## config.mk

```make
export PLATFORM = sky130hd
export DESIGN_NAME = pipeif_fetch_flat
export DESIGN_NICKNAME = d
export VERILOG_FILES = /design/src/rtl/pipeif_fetch_if.sv /design/src/rtl/pipeif_fetch.sv /design/src/flat_wrapper.sv
export SDC_FILE = /design/constraint.sdc
export NUM_CORES = 1
export LEC_CHECK = 0
export ABC_CLOCK_PERIOD_IN_PS = 15510
export CAP_MARGIN = 20
export CORE_ASPECT_RATIO = 1.2
export CORE_MARGIN = 2
export CORE_UTILIZATION = 40
export CTS_BUF_LIST = sky130_fd_sc_hd__clkbuf_8
export DETAILED_ROUTE_END_ITERATION = 16
export MAX_ROUTING_LAYER = met4
export PLACE_DENSITY = 0.76
export RECOVER_POWER = 50
export SLEW_MARGIN = 10
export SYNTH_ARGS = -nofsm -noshare
export SYNTH_HDL_FRONTEND = slang
export SYNTH_SLANG_ARGS = --single-unit
export TNS_END_PERCENT = 30
```

## constraint.sdc

```tcl
create_clock -name clk -period 15.51 [get_ports clk]
set_input_delay 3.102 -clock clk [delete_from_list [all_inputs] [get_ports clk]]
set_output_delay 3.102 -clock clk [all_outputs]
set_load 0.05 [all_outputs]
```

## src/rtl/pipeif_fetch_if.sv

```systemverilog
`default_nettype none
// ---------------------------------------------------------------------------
// pipeif_fetch_if : IF-stage bundle (ID control, imem handshake, IF/ID out)
// Revision: 1.0
// ---------------------------------------------------------------------------
interface pipeif_fetch_if;
  logic [1:0]  pcsource;
  logic        nostall;
  logic [31:0] bpc;
  logic [31:0] jpc;
  logic [31:0] ra;
  logic        imem_req;
  logic [31:0] imem_addr;
  logic        imem_ready;
  logic [31:0] imem_rdata;
  logic        d_valid;
  logic [31:0] d_inst;
  logic [31:0] d_pc4;

  modport master (
    input  pcsource, nostall, bpc, jpc, ra, imem_ready, imem_rdata,
    output imem_req, imem_addr, d_valid, d_inst, d_pc4
  );

  modport slave (
    output pcsource, nostall, bpc, jpc, ra, imem_ready, imem_rdata,
    input  imem_req, imem_addr, d_valid, d_inst, d_pc4
  );
endinterface
`default_nettype wire

```

## src/rtl/pipeif_fetch.sv

```systemverilog
`default_nettype none
// ---------------------------------------------------------------------------
// pipeif_fetch : MIPS fetch stage + IF/ID register, delayed branch, skid buffer
// Revision: 1.0
// ---------------------------------------------------------------------------
module pipeif_fetch #(
  parameter logic [31:0] RESET_PC = 32'h0000_0000
) (
  input  logic            clk,
  input  logic            rst,
  pipeif_fetch_if.master  fetch_if
);

  typedef enum logic [1:0] {
    ST_IDLE = 2'd0,
    ST_REQ  = 2'd1,
    ST_FULL = 2'd2
  } state_t;

  state_t      state_q;
  logic        req_q;
  logic [31:0] pc_q;
  logic [31:0] skid_inst_q;
  logic [31:0] skid_pc4_q;
  logic        pend_valid_q;
  logic [31:0] pend_pc_q;
  logic        d_valid_q;
  logic [31:0] d_inst_q;
  logic [31:0] d_pc4_q;

  logic        id_free;
  logic        retire;
  logic        redirect;
  logic        load_mem;
  logic        load_skid;
  logic        load;
  logic [31:0] pc_plus4;
  logic [31:0] target;
  logic [31:0] pc_d;

  assign id_free   = ~d_valid_q | fetch_if.nostall;
  assign retire    = d_valid_q & fetch_if.nostall;
  assign redirect  = retire & (fetch_if.pcsource != 2'b00);
  assign load_mem  = (state_q == ST_REQ) & fetch_if.imem_ready & id_free;
  assign load_skid = (state_q == ST_FULL) & id_free;
  assign load      = load_mem | load_skid;
  assign pc_plus4  = pc_q + 32'd4;

  always_comb begin
    target = fetch_if.bpc;
    case (fetch_if.pcsource)
      2'b10:   target = fetch_if.ra;
      2'b11:   target = fetch_if.jpc;
      default: target = fetch_if.bpc;
    endcase
  end

  // pc only moves once the delay slot is in IF/ID, so a branch retiring in the
  // same cycle can still steer the fetch after the slot.
  always_comb begin
    pc_d = pc_plus4;
    if (redirect)
      pc_d = target;
    else if (pend_valid_q)
      pc_d = pend_pc_q;
  end

  always_ff @(posedge clk or posedge rst) begin
    if (rst) begin
      state_q      <= ST_IDLE;
      req_q        <= 1'b0;
      pc_q         <= RESET_PC;
      skid_inst_q  <= 32'd0;
      skid_pc4_q   <= 32'd0;
      pend_valid_q <= 1'b0;
      pend_pc_q    <= 32'd0;
      d_valid_q    <= 1'b0;
      d_inst_q     <= 32'd0;
      d_pc4_q      <= 32'd0;
    end else begin
      if (load) begin
        pc_q         <= pc_d;
        pend_valid_q <= 1'b0;
      end else if (redirect) begin
        pend_valid_q <= 1'b1;
        pend_pc_q    <= target;
      end

      if (load_skid) begin
        d_valid_q <= 1'b1;
        d_inst_q  <= skid_inst_q;
        d_pc4_q   <= skid_pc4_q;
      end else if (load_mem) begin
        d_valid_q <= 1'b1;
        d_inst_q  <= fetch_if.imem_rdata;
        d_pc4_q   <= pc_plus4;
      end else if (retire) begin
        d_valid_q <= 1'b0;
        d_inst_q  <= 32'd0;
      end

      case (state_q)
        ST_IDLE: begin
          state_q <= ST_REQ;
          req_q   <= 1'b1;
        end
        ST_REQ: begin
          if (fetch_if.imem_ready && !id_free) begin
            state_q     <= ST_FULL;
            req_q       <= 1'b0;
            skid_inst_q <= fetch_if.imem_rdata;
            skid_pc4_q  <= pc_plus4;
          end
        end
        ST_FULL: begin
          if (id_free) begin
            state_q <= ST_REQ;
            req_q   <= 1'b1;
          end
        end
        default: begin
          state_q <= ST_IDLE;
          req_q   <= 1'b0;
        end
      endcase
    end
  end

  assign fetch_if.imem_req  = req_q;
  assign fetch_if.imem_addr = pc_q;
  assign fetch_if.d_valid   = d_valid_q;
  assign fetch_if.d_inst    = d_inst_q;
  assign fetch_if.d_pc4     = d_pc4_q;

endmodule
`default_nettype wire

```

## src/flat_wrapper.sv

```systemverilog
// flat-port wrapper written by rule: the top's interface ports become plain ports
module pipeif_fetch_flat 
#(
  parameter logic [31:0] RESET_PC = 32'h0000_0000
)
  (clk, rst, fetch_if_pcsource, fetch_if_nostall, fetch_if_bpc, fetch_if_jpc, fetch_if_ra, fetch_if_imem_ready, fetch_if_imem_rdata, fetch_if_imem_req, fetch_if_imem_addr, fetch_if_d_valid, fetch_if_d_inst, fetch_if_d_pc4);
  pipeif_fetch_if fetch_if_i ();
  input  logic clk;
  input  logic rst;
  input wire logic [$bits(fetch_if_i.pcsource)-1:0] fetch_if_pcsource;
  input wire logic [$bits(fetch_if_i.nostall)-1:0] fetch_if_nostall;
  input wire logic [$bits(fetch_if_i.bpc)-1:0] fetch_if_bpc;
  input wire logic [$bits(fetch_if_i.jpc)-1:0] fetch_if_jpc;
  input wire logic [$bits(fetch_if_i.ra)-1:0] fetch_if_ra;
  input wire logic [$bits(fetch_if_i.imem_ready)-1:0] fetch_if_imem_ready;
  input wire logic [$bits(fetch_if_i.imem_rdata)-1:0] fetch_if_imem_rdata;
  output wire logic [$bits(fetch_if_i.imem_req)-1:0] fetch_if_imem_req;
  output wire logic [$bits(fetch_if_i.imem_addr)-1:0] fetch_if_imem_addr;
  output wire logic [$bits(fetch_if_i.d_valid)-1:0] fetch_if_d_valid;
  output wire logic [$bits(fetch_if_i.d_inst)-1:0] fetch_if_d_inst;
  output wire logic [$bits(fetch_if_i.d_pc4)-1:0] fetch_if_d_pc4;
  assign fetch_if_i.pcsource = fetch_if_pcsource;
  assign fetch_if_i.nostall = fetch_if_nostall;
  assign fetch_if_i.bpc = fetch_if_bpc;
  assign fetch_if_i.jpc = fetch_if_jpc;
  assign fetch_if_i.ra = fetch_if_ra;
  assign fetch_if_i.imem_ready = fetch_if_imem_ready;
  assign fetch_if_i.imem_rdata = fetch_if_imem_rdata;
  assign fetch_if_imem_req = fetch_if_i.imem_req;
  assign fetch_if_imem_addr = fetch_if_i.imem_addr;
  assign fetch_if_d_valid = fetch_if_i.d_valid;
  assign fetch_if_d_inst = fetch_if_i.d_inst;
  assign fetch_if_d_pc4 = fetch_if_i.d_pc4;
  pipeif_fetch #(.RESET_PC(RESET_PC)) u_core (.clk(clk), .rst(rst), .fetch_if(fetch_if_i));
endmodule
```

==> results_dict.tcl, run 1 <==
set metrics [dict create \
    outcome "complete, but fails checks" \
    violations "capacitance limit, slew limit" \
    timing.rr.start "u_core.state_q[1]" \
    p_seq_share_pct 38.6 \
    synth_nets 1051 \
    ys_warn_count 0 \
    clock_latency_ns 0.47 \
    clk_pin_slew_ns 0.10 \
    drt_iter0_drc 647 \
    cp_cell_sequence "dlygate4sd3_1, clkinvlp_2, buf_4" \
    die_w_um 143 \
    drcViolationCount 0 \
    grt-ovfl-total 0 \
    rsz0062_at_grt "false" \
    synth_edf_count 0 \
    reg2reg_depth 4 \
    first_pass_iters 7 \
    cts_inserted_buffers 17 \
    hold_violations 0 \
    syn_to_final_growth_pct 31.2 \
    yosysSeqAreaShare_pct 52.5 \
    drive_gt1_share_pct 9.33 \
    drv_slew 214 \
    ir_drop_mv 0.0922 \
    gp_congestion 0.843 \
    crit_path_start "rst" \
    cts_tree "done" \
    finalNonFillerCells 1431 \
    powerDensity_nw_per_um2 195 \
    wire_per_inst_um 17.2 \
    detail_route.vias_per_cell 5.47 \
    h-tree-depth 4 \
    dp_cells 1400 \
    hold_end "u_core.fetch_if.d_inst[19]" \
    antenna_found_initial 0 \
    pwr-share-clk_pct 14.3 \
    p_sw_share_pct 45.2 \
    async_flop_share_pct 100 \
    initial_core_util_pct 40.5 \
    slew_headroom_pct -268 \
    r2r_end "u_core.skid_pc4_q[7]" \
    grt_max_degree 125 \
    grt_pass1_wl_um 39300 \
    grt_pass1_vias 7454 \
    io-pin-count 232 \
    worstMarginPinSlew_ns 5.48 \
    syn_area_um2 9340 \
    fin_skew_ns 0.0164 \
    synth_area_per_cell_um2 10.2 \
    cts_max_path_buffers 2 \
    min_period_over_period_pct 47.7 \
    setup_viol 0 \
    worst-endpoint-required_ns 15.99 \
    cpPeakStageDelay_ns 3.05 \
    synth_cell_types 51 \
    grtUsageTotal_pct 20.7 \
    hold_class "flop to flop" \
    post_cts_buffers 0 \
    hpwl_um 17300 \
    critPathSlowestCell "clkinvlp_2" \
    port_buffers 231 \
    drt-total-wl_um 24700 \
    cts_root_buffer "clkbuf_8" \
    worstSetupStartpointType "input pin" \
    fmax_ghz 0.135 \
    ctsHoldBuffers 0 \
    synthCells 916 \
    synth_seq_cells 196 \
    layout.nets 1239 \
    cp.arrival_ns 7.89 \
    fin_tns_setup_ns 0 \
    cts.sinks 196 \
    row_count 61 \
    core_area_um2 23000 \
    critPathKind "input pin to async pin" \
    chipHeight_um 171 \
    min-delay-start "u_core.skid_inst_q[19]" \
    ctsResizeCount 0 \
    p_leak_nw 5.26 \
    via_count 7829 \
    dieArea_um2 24600 \
    synth_ff_type "dfrtp_1" \
    antenna_left 0 \
    min_path_cells 2 \
    maxCapViolCount 3 \
    pwr-share-comb_pct 47.0 \
    p_switching_mw 1.08 \
    path_max_fanout 124 \
    worst_setup_path_end_kind "async pin" \
    r2r_slack_ns 11.76 \
    period_minus_slack_ns 7.40 \
    p_int_mw 1.31 \
]
==> area by class of cell <==
type / instances / area (µm²)
Clock buffer: 18 / 248
Sequential cell: 196 / 4900
Fill cell: 2075 / 10800
Clock inverter: 12 / 155
Timing Repair Buffer: 241 / 2370
Inverter: 45 / 170
Multi-Input combinational cell: 603 / 4010
Tap cell: 315 / 394
Antenna cell: 1 / 2.50
==> per-stage QoR <==
| step | area (µm²) | worst slack, ns | hold WS [ns] | total power, mW | util [%] |
|---|---|---|---|---|---|
| floorplan | 9340 | 7.07 | 0.441 | 1.68 | - |
| global placement | 11900 | 9.29 | 0.457 | 2.06 | 51.5 |
| detailed placement | 11900 | 9.15 | 0.470 | 2.09 | 51.5 |
| CTS | 12300 | 9.66 | 0.487 | 2.44 | 53.2 |
| global route | 12300 | 7.12 | 0.518 | 2.53 | 53.2 |
| finish | 12300 | 8.11 | 0.490 | 2.39 | 53.2 |
==> placed cells by master, fill, tap and decap left out, drive strengths merged, types with 5 or more instances in the layout <==
cell / synthesis / final
a21oi: 42 / 42
a221o: 9 / 9
a222oi: 38 / 38
a22oi: 23 / 23
a2bb2oi: 8 / 8
a31oi: 6 / 6
buf: 12 / 10
clkbuf: 60 / 20
clkdlybuf4s50: 0 / 141
dfrtp: 196 / 196
dlygate4sd3: 0 / 88
inv: 45 / 50
mux2: 53 / 53
mux2i: 37 / 37
nand2: 111 / 111
nand3: 14 / 14
nand4: 7 / 7
nor2: 44 / 44
nor3: 21 / 21
nor4: 8 / 8
o211ai: 5 / 5
o21ai: 96 / 96
o221ai: 8 / 8
o22a: 5 / 5
xnor2: 20 / 20
xor2: 6 / 6
==> critical path: cells and delay by family <==
family / cells / cell delay (ns)
buffers and inverters: 3 / 4.68
==> how the worst max path moves through the flow <==
stage	to	slack [ns]	depth (start not counted)
floorplan	u_core.fetch_if.d_inst[0]	7.07	1
global placement	u_core.pend_pc_q[25]	9.29	7
detailed placement	u_core.pend_pc_q[16]	9.15	7
CTS	u_core.pend_pc_q[14]	9.66	7
global route	u_core.fetch_if.d_pc4[4]	7.12	3
finish	u_core.pend_pc_q[11]	8.11	3
==> cells in the mapped netlist (all sizes together), types with 2 or more instances <==
cell type | count | area, µm²
dfrtp | 196 | 4900
nand2 | 111 | 417
o21ai | 96 | 480
clkbuf | 60 | 225
mux2 | 53 | 597
inv | 45 | 169
nor2 | 44 | 165
a21oi | 42 | 210
a222oi | 38 | 380
mux2i | 37 | 370
a22oi | 23 | 173
nor3 | 21 | 105
xnor2 | 20 | 175
nand3 | 14 | 70.1
buf | 12 | 56.3
a221o | 9 | 90.1
a2bb2oi | 8 | 70.1
nor4 | 8 | 50.1
o221ai | 8 | 76.3
nand4 | 7 | 50.1
a31oi | 6 | 37.5
xor2 | 6 | 52.6
o211ai | 5 | 37.5
o22a | 5 | 43.8
nand2b | 4 | 25.0
o21a | 4 | 30.0
and3 | 3 | 20.0
o31ai | 3 | 22.5
or3 | 3 | 18.8
or4 | 3 | 26.3
a21boi | 2 | 15.0
a21o | 2 | 15.0
a311o | 2 | 20.0
and4 | 2 | 17.5
nand3b | 2 | 15.0
o2bb2ai | 2 | 17.5
o311ai | 2 | 17.5
==> power groups by stage <==
stage | Combinational, mW | Clock, mW | Sequential, mW
finish | 1.12 | 0.342 | 0.922
global placement | 1.14 | 0 | 0.920
floorplan | 0.438 | 0 | 1.25
detailed placement | 1.16 | 0 | 0.935
global route | 1.20 | 0.372 | 0.952
CTS | 1.16 | 0.350 | 0.925
==> registers in the layout, summed over array words and instances, names as in the netlist <==
register / count
u_core.fetch_if.d_valid: 1
u_core.state_q: 2
u_core.fetch_if.d_pc4: 32
u_core.fetch_if.imem_addr: 32
u_core.pend_valid_q: 1
u_core.fetch_if.d_inst: 32
u_core.skid_pc4_q: 32
u_core.skid_inst_q: 32
u_core.pend_pc_q: 32
==> metal layers <==
layer,vias up,GRT usage (%),share of wire [%]
met5,-,-,0
met1,3803,27.9,44
met3,25,3.29,6.1
met2,301,32.2,48
met4,0,6.99,1.5
li1,3700,-,-
==> cells by family (layout without fill, tap and decap cells) <==
logic type,count (synthesis),after routing,synth area share [%]
compound gates,260,260,18.9
xor+xnor,26,26,2.44
fa+ha+maj,1,1,0.134
buf+inv,117,316,4.82
flops,196,196,52.5
mux,90,90,10.4
other cells,0,1,0
simple gates,226,226,10.8
No activity file was read; power rests on OpenSTA's default activity.
==> run 2, diff against run 1 <==
ABC_CLOCK_PERIOD_IN_PS = 6700   (was 15510)
PLACE_DENSITY = 0.79   (was 0.76)
clock period = 6.7 ns   (was 15.51 ns; I/O delays follow)
==> run 2 against run 1 <==
The run still ends with capacitance limit, slew limit left. Highest routed layer unchanged. Register-to-register slack lost 8.5 ns. Sequential power grew 130%. Cell count is 0.14% higher. Critical path type is now input pin to flop. Via count is essentially flat. Wire length fell by 0.52%. Clock power rose by 130%. Largest cell class unchanged.
==> results_dict.tcl, run 2 (synthesis gave the netlist of run 1 again) <==
set metrics [dict create \
    outcome "complete, but fails checks" \
    violations "capacitance limit, slew limit" \
    chipHeight_um 171 \
    ctsHoldBuffers 0 \
    worst-endpoint-required_ns 7.02 \
    use_met1_pct 27.5 \
    clk_pin_slew_ns 0.10 \
    row_count 61 \
    grt_pass1_wl_um 39400 \
    p_int_mw 3.08 \
    antenna_left 0 \
    cts_root_buffer "clkbuf_8" \
    dieArea_um2 24600 \
    period_minus_slack_ns 4.46 \
    h-tree-depth 4 \
    rsz0062_at_grt "false" \
    slew_headroom_pct -120 \
    min_path_cells 2 \
    worstSetupStartpointType "input pin" \
    cts_tree "done" \
    r2r_slack_ns 3.26 \
    drive_gt1_share_pct 9.48 \
    grtUsageMet3_pct 3.56 \
    pwr-share-clk_pct 14.1 \
    wire_per_inst_um 17.1 \
    cts_inserted_buffers 17 \
    initial_core_util_pct 40.5 \
    post_cts_buffers 0 \
    critPathKind "input pin to flop" \
    drv_slew 166 \
    p_leak_nw 5.22 \
    grtUsageTotal_pct 20.8 \
    cpPeakStageDelay_ns 1.60 \
    detail_route.vias_per_cell 5.46 \
    pwr-share-comb_pct 47.5 \
    maxCapViolCount 3 \
    grt_pass1_vias 7578 \
    syn_to_final_growth_pct 31.4 \
    drt-total-wl_um 24500 \
    antennaDiodeCount 0 \
    layout.nets 1240 \
    reg2reg_depth 4 \
    die_w_um 143 \
    p_sw_share_pct 44.8 \
    fin_tns_setup_ns 0 \
    core_area_um2 23000 \
    first_pass_iters 9 \
    worst_setup_path_end_kind "flop" \
    p_seq_share_pct 38.4 \
    worstMarginPinSlew_ns 3.28 \
    port_buffers 231 \
    cts.sinks 196 \
    setup_viol 0 \
    drcViolationCount 0 \
    hold_class "flop to flop" \
    cts_max_path_buffers 2 \
    timing.rr.start "u_core.state_q[1]" \
    final_common_cell "clkdlybuf4s50_1" \
    ctsResizeCount 0 \
    cp-endpoint "u_core.pend_pc_q[20]" \
    gp_congestion 0.825 \
    utilization_pct 53.2 \
    dp_cells 1401 \
    layout_common_cells "clkdlybuf4s50_1 (200), dfrtp_1 (196), nand2_1 (110)" \
    grt_max_degree 75 \
    critPathSlowestCell "clkbuf_1" \
    min_period_over_period_pct 66.6 \
    crit_path_start "fetch_if_pcsource[1]" \
    ir_drop_mv 0.203 \
    hold_violations 0 \
    path_max_fanout 64 \
    fmax_ghz 0.224 \
    fin_skew_ns 0.0181 \
    drt_iter0_drc 756 \
    cp.arrival_ns 4.78 \
    grt-ovfl-total 0 \
    p_switching_mw 2.50 \
    cp_cell_sequence "clkbuf_1, o211a_1, nand2_2, nand2_1, o21ai_0" \
    io-pin-count 232 \
    use_met2_pct 32.6 \
    via_count 7828 \
    powerDensity_nw_per_um2 454 \
    hpwl_um 17400 \
    antenna_found_initial 0 \
    finalNonFillerCells 1433 \
    clock_latency_ns 0.47 \
    r2r_end "u_core.skid_inst_q[22]" \
    busiest_layer "met2" \
]
-- run 2: cell count changes in the layout (fill, tap and decap cells not counted), sizes merged --
cell,change
diode,-1
clkinv,+2
dlygate4sd3,-59
clkbuf,+4
bufinv,-1
inv,-2
clkdlybuf4s50,+59
-- run 2: critical path, delay by kind of cell --
family                 cells  cell delay (ns)
AO/OA/AOI/OAI              2             0.88
AND/OR/NAND/NOR            2             0.93
buffers and inverters      1             1.60
-- run 2: power groups by stage --
stage / clock [mW] / combinational (mW) / sequential (mW)
6_report: 0.787 / 2.65 / 2.14
5_1_grt: 0.853 / 2.84 / 2.20
4_1_cts: 0.809 / 2.69 / 2.14
3_5_place_dp: 0 / 2.69 / 2.16
3_3_place_gp: 0 / 2.63 / 2.13
2_1_floorplan: 0 / 1.01 / 2.88
-- run 2: worst min-delay path by stage --
stage,end,slack [ns],startpoint
floorplan,u_core.pend_pc_q[21],0.44,u_core.pend_pc_q[21]
CTS,u_core.fetch_if.d_pc4[5],0.49,u_core.fetch_if.d_pc4[5]
global placement,u_core.fetch_if.d_pc4[0],0.46,u_core.skid_pc4_q[0]
global route,u_core.pend_pc_q[30],0.51,u_core.pend_pc_q[30]
detailed placement,u_core.fetch_if.d_pc4[5],0.47,u_core.fetch_if.d_pc4[5]
finish,u_core.fetch_if.d_pc4[5],0.48,u_core.fetch_if.d_pc4[5]
-- run 2: area by class of cell --
type / count / area [µm²]
clock buffer: 21 / 289
clock inverter: 11 / 125
fill: 2107 / 10800
inverter: 45 / 170
multi-input combinational: 603 / 4010
sequential: 196 / 4900
tap: 315 / 394
timing repair buffer: 242 / 2380
-- run 2: routing by layer --
metal  vias up  wire length (µm)
li1       3713                 -
met1      3771             10600
met2       313             12100
met3        31              1440
met4         0               444
met5         -                 0
-- run 2: through the flow --
stage               area (µm²)  hold slack [ns]  power [mW]  setup slack (ns)
floorplan                 9340            0.441        3.90            0.0194
global placement         11900            0.456        4.77              2.59
detailed placement       11900            0.465        4.85              2.45
CTS                      12300            0.486        5.64              2.97
global route             12300            0.513        5.90              1.68
finish                   12300            0.476        5.57              2.24
